### src/rtl/redundant_normalizer.sv
// Carry-resolving normalizer: folds a redundant limb vector into a canonical Fp element.
// Build option NORM_CARRY_LOOKAHEAD_EN resolves all limbs in one cycle instead of limb-serially.
module redundant_normalizer #(
    parameter int ADD_DIV = 4,
    parameter int LIMB_W = 64,
    parameter int CARRY_W = 8,
    parameter logic [ADD_DIV*LIMB_W-1:0] MOD =
        256'h30644e72e131a029b85045b68181585d97816a916871ca8d3c208c16d87cfd47,
    parameter int MAX_SUB = 4
) (
    input  logic                                  clk,
    input  logic                                  rst,
    input  logic                                  in_valid,
    output logic                                  in_ready,
    input  logic [ADD_DIV*(CARRY_W+LIMB_W)-1:0]   din,
    output logic                                  out_valid,
    input  logic                                  out_ready,
    output logic [ADD_DIV*LIMB_W-1:0]             dout,
    output logic                                  err
);
    localparam int EW = CARRY_W + LIMB_W;
    localparam int DW = ADD_DIV * LIMB_W;
    localparam int AW = DW + CARRY_W + 1;
    localparam int SW = $clog2(MAX_SUB + 1);

    typedef enum logic [1:0] {IDLE, PROP, RED, DONE} state_t;

    state_t              state;
    state_t              next;
    logic [ADD_DIV*EW-1:0] din_r;
    logic [AW-1:0]       acc;
    logic [AW-1:0]       mod_ext;
    logic [SW-1:0]       cnt;
    logic                err_p;
    logic                accept;
    logic                ge;
    logic                sub_full;

    assign mod_ext  = AW'(MOD);
    assign accept   = in_valid && in_ready;
    assign ge       = acc >= mod_ext;
    assign sub_full = cnt == SW'(MAX_SUB);

`ifdef NORM_CARRY_LOOKAHEAD_EN
    function automatic logic [AW-1:0] resolve(input logic [ADD_DIV*EW-1:0] d);
        logic [AW-1:0] s;
        s = '0;
        for (int i = 0; i < ADD_DIV; i++)
            s = s + (AW'(d[i*EW +: EW]) << (i * LIMB_W));
        return s;
    endfunction
`else
    localparam int IW = (ADD_DIV > 1) ? $clog2(ADD_DIV) : 1;

    logic [CARRY_W:0]  c;
    logic [CARRY_W:0]  c_next;
    logic [IW-1:0]     idx;
    logic [EW-1:0]     limb;
    logic [LIMB_W:0]   t;
    logic              last;

    // c never exceeds 2^CARRY_W, so the extra bit is enough headroom
    assign limb   = din_r[idx*EW +: EW];
    assign t      = {1'b0, limb[LIMB_W-1:0]} + (LIMB_W+1)'(c);
    assign c_next = {1'b0, limb[EW-1:LIMB_W]} + (CARRY_W+1)'(t[LIMB_W]);
    assign last   = idx == IW'(ADD_DIV - 1);
`endif

    always_ff @(posedge clk) begin
        if (rst) begin
            state    <= IDLE;
            in_ready <= 1'b0;
        end else begin
            state    <= next;
            in_ready <= next == IDLE;
        end
    end

    always_comb begin
        next = state;
        unique case (state)
            IDLE: if (accept) next = PROP;
`ifdef NORM_CARRY_LOOKAHEAD_EN
            PROP: next = RED;
`else
            PROP: if (last) next = RED;
`endif
            RED:  if (!ge || sub_full) next = DONE;
            DONE: if (out_valid && out_ready) next = IDLE;
            default: next = IDLE;
        endcase
    end

    always_ff @(posedge clk) begin
        if (rst) begin
            din_r     <= '0;
            acc       <= '0;
            cnt       <= '0;
            err_p     <= 1'b0;
            out_valid <= 1'b0;
            dout      <= '0;
            err       <= 1'b0;
`ifndef NORM_CARRY_LOOKAHEAD_EN
            c         <= '0;
            idx       <= '0;
`endif
        end else begin
            unique case (state)
                IDLE: begin
                    if (accept) begin
                        din_r <= din;
                        cnt   <= '0;
`ifndef NORM_CARRY_LOOKAHEAD_EN
                        c     <= '0;
                        idx   <= '0;
`endif
                    end
                end
                PROP: begin
`ifdef NORM_CARRY_LOOKAHEAD_EN
                    acc <= resolve(din_r);
`else
                    acc[idx*LIMB_W +: LIMB_W] <= t[LIMB_W-1:0];
                    c   <= c_next;
                    idx <= idx + IW'(1);
                    if (last)
                        acc[AW-1 -: CARRY_W+1] <= c_next;
`endif
                end
                RED: begin
                    if (ge && !sub_full) begin
                        acc <= acc - mod_ext;
                        cnt <= cnt + SW'(1);
                    end else begin
                        err_p <= ge;
                    end
                end
                DONE: begin
                    // publish one cycle after entry so dout/err/out_valid move together
                    if (!out_valid) begin
                        out_valid <= 1'b1;
                        dout      <= acc[DW-1:0];
                        err       <= err_p;
                    end else if (out_ready) begin
                        out_valid <= 1'b0;
                    end
                end
                default: ;
            endcase
        end
    end
endmodule

### config.mk
export PLATFORM = sky130hd
export DESIGN_NAME = redundant_normalizer
export DESIGN_NICKNAME = d
export VERILOG_FILES = /design/src/rtl/redundant_normalizer.sv
export SDC_FILE = /design/constraint.sdc
export NUM_CORES = 2
export LEC_CHECK = 0
export CORE_AREA = 2 2 347 349
export CTS_CLUSTER_SIZE = 8
export DETAILED_ROUTE_END_ITERATION = 12
export DIE_AREA = 0 0 349 351
export PLACE_DENSITY_LB_ADDON = 0.1
export SLEW_MARGIN = 20
export SYNTH_ARGS = -nofsm -noshare
export SYNTH_HDL_FRONTEND = slang
export SYNTH_SLANG_ARGS = --single-unit
### constraint.sdc
create_clock -name clk -period 12.5 [get_ports clk]
set_input_delay 2.5 -clock clk [delete_from_list [all_inputs] [get_ports clk]]
set_output_delay 2.5 -clock clk [all_outputs]
set_load 0.02 [all_outputs]
## After elaboration in Yosys (flattened, before gate mapping)

Index checks and enable logic that the tools add are counted.

| operators by class | value |
|---|---|
| bitwise gates (word level) | 2 |
| shifts and indexed selects | 3 |
| multiply operators | 1 |
| div/mod/pow operators | 0 |
| muxes and demuxes | 18 |
| add/sub/neg operators | 6 |
| reduce and logical (&&, ||, !) cells | 17 |
| equality and inequality tests | 7 |
| magnitude comparators | 1 |

Operators with widths:

| kind | number |
|---|---|
| $pmux 265 s2 | 1 |
| $shiftx 288x10->72 | 1 |
| $bwmux 265 | 1 |
| $ge 265x254->1 const B | 1 |
| $mux 265 | 1 |
| $shift 64x34->265 const A | 1 |
| $shiftx 64x34->265 | 1 |
| $sub 265x254->265 const B | 1 |
| $add 64x9->65 | 1 |
| $neg 8->34 | 1 |
| $mux 9 | 2 |
| $pmux 9 s2 | 1 |
| $mux 2 | 5 |
| $reduce_and 2->1 | 5 |
| $add 8x1->9 | 1 |
| $pmux 2 s4 | 1 |
| $eq 2x2->1 const B | 3 |
| $mul 2x4->6 const B | 1 |
| $mux 3 | 2 |
| $pmux 3 s2 | 1 |
| $reduce_bool 2->1 | 3 |
| $logic_not 2->1 | 2 |
| $ne 2x2->1 const B | 2 |
| $pmux 2 s2 | 1 |
| other kinds (10) | 15 |

| word-level totals | value |
|---|---|
| flip-flop bits (word level) | 829 |
| memory bits (writable) | 0 |
| ROM bits | 0 |
| logic and storage cells | 66 |
| bits of input ports | 292 |
| bits in latches | 0 |
| output and inout bits | 259 |
| memories kept | 0 |

## Longest topological paths before layout

| depth | value |
|---|---|
| depth after elaboration | 7 |
| depth in mapped cells | 28 |
| gate-level depth less buffers | 22 |

## Worst setup path after synthesis

No wires, ideal clock.

| path | value |
|---|---|
| kind | register to register |
| from | register idx[0] |
| to | register acc[263] |
| cell stages (with the launch flop) | 28 |
| path slack | 5.846 ns |
| data arrival time | 6.536 ns |
| library setup time | 0.118 ns |
| path buffers | 7 |
| path through | dfxtp_1 > buf_2 > buf_2 > buf_2 > buf_2 > buf_2 > clkbuf_1 > buf_1 > mux4_2 > ha_1 > nor2b_1 > o21ai_0 > a21boi_0 > o31a_1 > o211ai_1 > nand2b_1 > or4_1 > nor2_1 > and4_1 > ha_1 > nand3_1 > nor2_1 > nand3_1 > xor2_1 > o22ai_1 > a21o_1 > a31oi_1 > o2bb2ai_1 |

| between the ends | value |
|---|---|
| longest elaborated chain between the ends | 7 |

Ends and longest elaborated chain:

| item | line | text |
|---|---|---|
| from (decl) | 57 | `logic [IW-1:0] idx;` |
| from (signal assigned) | 125 | `idx <= idx + IW'(1);` |
| $mul 2x4->6 | 63 | `assign limb = din_r[idx*EW +: EW];` |
| $shiftx 288x10->72 | 63 |  |
| $add 64x9->65 | 64 | `assign t = {1'b0, limb[LIMB_W-1:0]} + (LIMB_W+1)'(c);` |
| $shiftx 64x34->265 | 123 | `acc[idx*LIMB_W +: LIMB_W] <= t[LIMB_W-1:0];` |
| $bwmux 265 | 123 |  |
| $mux 9 (*) | 126 | `if (last)` |
| $pmux 265 s2 (*) | 108 | `unique case (state)` |
| to (signal, indexed assignment) | 123 |  |
| to (signal, indexed assignment) | 127 | `acc[AW-1 -: CARRY_W+1] <= c_next;` |
| to (signal assigned) | 132 | `acc <= acc - mod_ext;` |
| to (decl) | 31 | `logic [AW-1:0] acc;` |

Mark *: on every way between the ends. The rest lies on a longest branch, timed or not.
A chain may end at the register's enable or synchronous reset.

## Worst setup path after layout

| path | value |
|---|---|
| from | register acc[233] |
| to | register acc[118] |

| between the ends | value |
|---|---|
| longest elaborated chain between the ends | 4 |

Ends and longest elaborated chain:

| item | line | text |
|---|---|---|
| $ge 265x254->1 | 41 | `assign ge = acc >= mod_ext;` |
| $logic_and 1x1->1 | 131 | `if (ge && !sub_full) begin` |
| $ne 2x2->1 (no line) | n/a |  |
| $reduce_and 2->1 (no line) | n/a |  |

Every way passes these cells.

==> impl_metrics.csv <==
group,metric,value,unit
clocking,clk_path_buf_depth,3,
hold_path,hp-class,"flop to flop",
setup_path,crit_path_top_delay_cell,"nor3_1",
placed_design,hpwl,168,mm
setup_path,slowest_delay,0.82,ns
synth,yosysSeqAreaShare,35.1,%
global_routing,grt_pass1_vias,48300,
clocking,htreeDepth,3,
timing,setup_viol,0,
setup_path,worstPathRequired,13.07,ns
timing,fin_crit,6.18,ns
setup_path,worst_path_dominant_cell_family,"simple AND/OR/NAND/NOR gates",
synth,synth_edf_count,0,
timing,worst_pin_slew,1.32,ns
synth,yosys_register_bits,829,
drt,drt_first_iter_violations,5972,
job,maxCapViolCount,0,
timing,whs,0.448,ns
drt,ant_nets,0,
clocking,clock_latency,0.77,ns
synth,synthCells,6569,
placed_design,dpl.cell_count,8208,
placed_design,place_area,53900,sq um
drt,num_vias,52000,
timing,rsz0062_at_grt,"false",
synth,synth_xor_area_share,1.33,%
final_layout,drive_gt1_share,6.76,%
placed_design,place.gp.congestion,1.00,
synth,synth_top_area_cell,"dfxtp_1",
synth,muxShareOfSynthArea,3.56,%
power,p_leak,18.7,nW
power,power_density,108,nW/um^2
setup_path,endpoint_kind,"flop",
synth,synthFlopType,"dfxtp_1",
timing,slew_headroom,11.3,%
synth,synthesis.nets,6880,
clocking,clk_transition_reported_paths,0.05,ns
synth,synthTopCellsByCount,"1615 x nand2_1, 829 x dfxtp_1, 813 x a21oi_1",
setup_path,critical_path_class,"flop to flop",
drt,wl,229,mm
timing,skew,0.0570,ns
global_routing,grt_pass1_wl,331,mm
clocking,cts_root_buf,"clkbuf_16",
clocking,numCtsBuffers,115,
synth,yosysMostFrequentCell,"nand2_1",
synth,synth_top_cell_area_share,35.1,%
status,outcome,"completed",
synth,yosys.cell_types.count,99,
final_layout,nNetsFinal,7088,
die,core_area,119000,sq um
drt,wl_per_cell,27.4,microns
drt,drc,0,
synth,synthTopCellsByArea,"dfxtp_1 35%, nand2_1 13%, a21oi_1 8.6%",
power,finalPower,6.18,mW
clocking,post_cts_buffers,0,
drt,drt_pre_antenna_iters,6,
setup_path,worstPathCellList,"nand3_1 > nor2_1 > nand2_1 > or3_1 > nor3_1 > o2111ai_2 > a21o_1 > nand2_2 > buf_4 > o21ai_0 > a22oi_1 > nor2_1",
global_routing,grt_max_degree,186,
setup_path,path_common_cell,"nor2_1",
final_layout,final_cells,8355,
setup_path,reg2reg_slack,6.32,ns
power,peakVddDrop,0.000106,V
setup_path,critPathMaxFanout,68,
clocking,cts.repair.resized,0,
setup_path,startpoint_type,"flop",
die,start_util,39.8,%
synth,synth_compound_area_share,26.2,%
synth,async_flop_share,0,%
die,die_y,351,microns
final_layout,final_area,57100,sq um
timing,period_share,49.4,%
synth,synth_top_family_by_area,"simple AND/OR/NAND/NOR gates",
synth,synthSimpleGateAreaFrac,28.1,%
timing,final-hold-violation-count,0,
clocking,cts.sinks,829,
synth,syn-mean-instance-area,7.20,sq um
timing,setup_tns,0,ns
die,row_count,127,
placed_design,numPortBuffers,550,
die,dieArea,122000,sq um
setup_path,crit_buf_inv,1,
synth,synth_area,47300,sq um
global_routing,antenna_found_initial,25,
global_routing,grt.total_usage,36.0,%
synth,synthAdderAreaFrac,0.518,%
timing,final_max_slew_viol_count,0,
clocking,holdBufCountCts,0,
die,chipWidth,349,microns
setup_path,worstPathArrival,6.76,ns
timing,fmax,0.162,GHz
global_routing,grt_overflow,0,
drt,via_per_inst,6.22,
die,io_pins,551,
clocking,cts_tree,"yes",
synth,ys_warn_count,0,
final_layout,area_growth_syn_to_layout,20.7,%
-- per-stage QoR --
stage	utilization [%]	setup WS [ns]
3_5_place_dp	45.3	6.38
2_1_floorplan	-	5.85
4_1_cts	47.9	6.33
3_3_place_gp	45.3	6.50
6_report	48.0	6.32
5_1_grt	48.0	5.93
-- registers in the layout, summed over array words and instances (netlist names), 2 cells and up --
signal and flops:
c 9, cnt 3, state 2, dout 256, idx 2, din_r 288, acc 265
-- cell type report --
type,count,area (sq um)
Sequential cell,829,16600
Clock buffer,125,2940
Antenna cell,13,32.5
Fill cell,12000,61900
Multi-Input combinational cell,5097,28800
Timing Repair Buffer,659,6370
Clock inverter,9,189
Inverter,75,282
Tap cell,1548,1940
-- worst register-to-register path: stages (launching register included) --
cell,delay [ns]
dfxtp_1,0.50
nand3_1,0.44
nor2_1,0.56
nand2_1,0.24
or3_1,0.41
nor3_1,0.82
o2111ai_2,0.41
a21o_1,0.60
nand2_2,0.82
buf_4,0.71
o21ai_0,0.24
a22oi_1,0.22
nor2_1,0.05
-- kinds of logic (layout without fill, tap and decap cells) --
kind of cell               Yosys count  in the layout
xor gates and xnor gates            72             72
AOI/OAI and AO/OA                 1972           1972
adders and majority gates           19             19
DFF                                829            829
and+or+nand+nor                   2956           2956
other                                0             13
muxes                               78             78
buffers and inverters              643            868
-- cell usage in the layout, fill, tap and decap left out, drive strengths merged, types with 76 or more instances in the layout --
| cell | synthesis | routed |
|---|---|---|
| nor3 | 142 | 142 |
| nand2 | 1615 | 1615 |
| nor2 | 511 | 511 |
| clkdlybuf4s50 | 0 | 549 |
| nand3 | 127 | 127 |
| a21oi | 818 | 818 |
| o32ai | 147 | 147 |
| inv | 74 | 76 |
| buf | 63 | 110 |
| a22oi | 155 | 155 |
| clkbuf | 505 | 125 |
| dfxtp | 829 | 829 |
| a21o | 78 | 78 |
| o21ai | 342 | 342 |
-- layer usage --
metal  track usage, %  up-vias  share of wire (%)
met4             18.7       24                5.4
li1                 -    23800                  -
met1             47.2    25200                 41
met3             7.01      457                8.5
met5                0        -              0.071
met2             56.2     2484                 45
-- final timing paths --
kind,from,endpoint,cells past startpoint
setup / recovery,acc[233],acc[118],12
hold / removal,din_r[144],din_r[144],2
setup reg to reg,acc[233],acc[118],12
hold reg to reg,din_r[144],din_r[144],2
-- report_power, final --
group          internal [mW]  leakage (nW)  total, mW  switching [mW]
sequential              2.70          6.70       2.74          0.0403
clock                   1.64          1.52       2.85            1.21
combinational          0.206          10.4      0.583           0.377
total                   4.55          18.7       6.18            1.63
No activity file was read; power rests on OpenSTA's default activity.
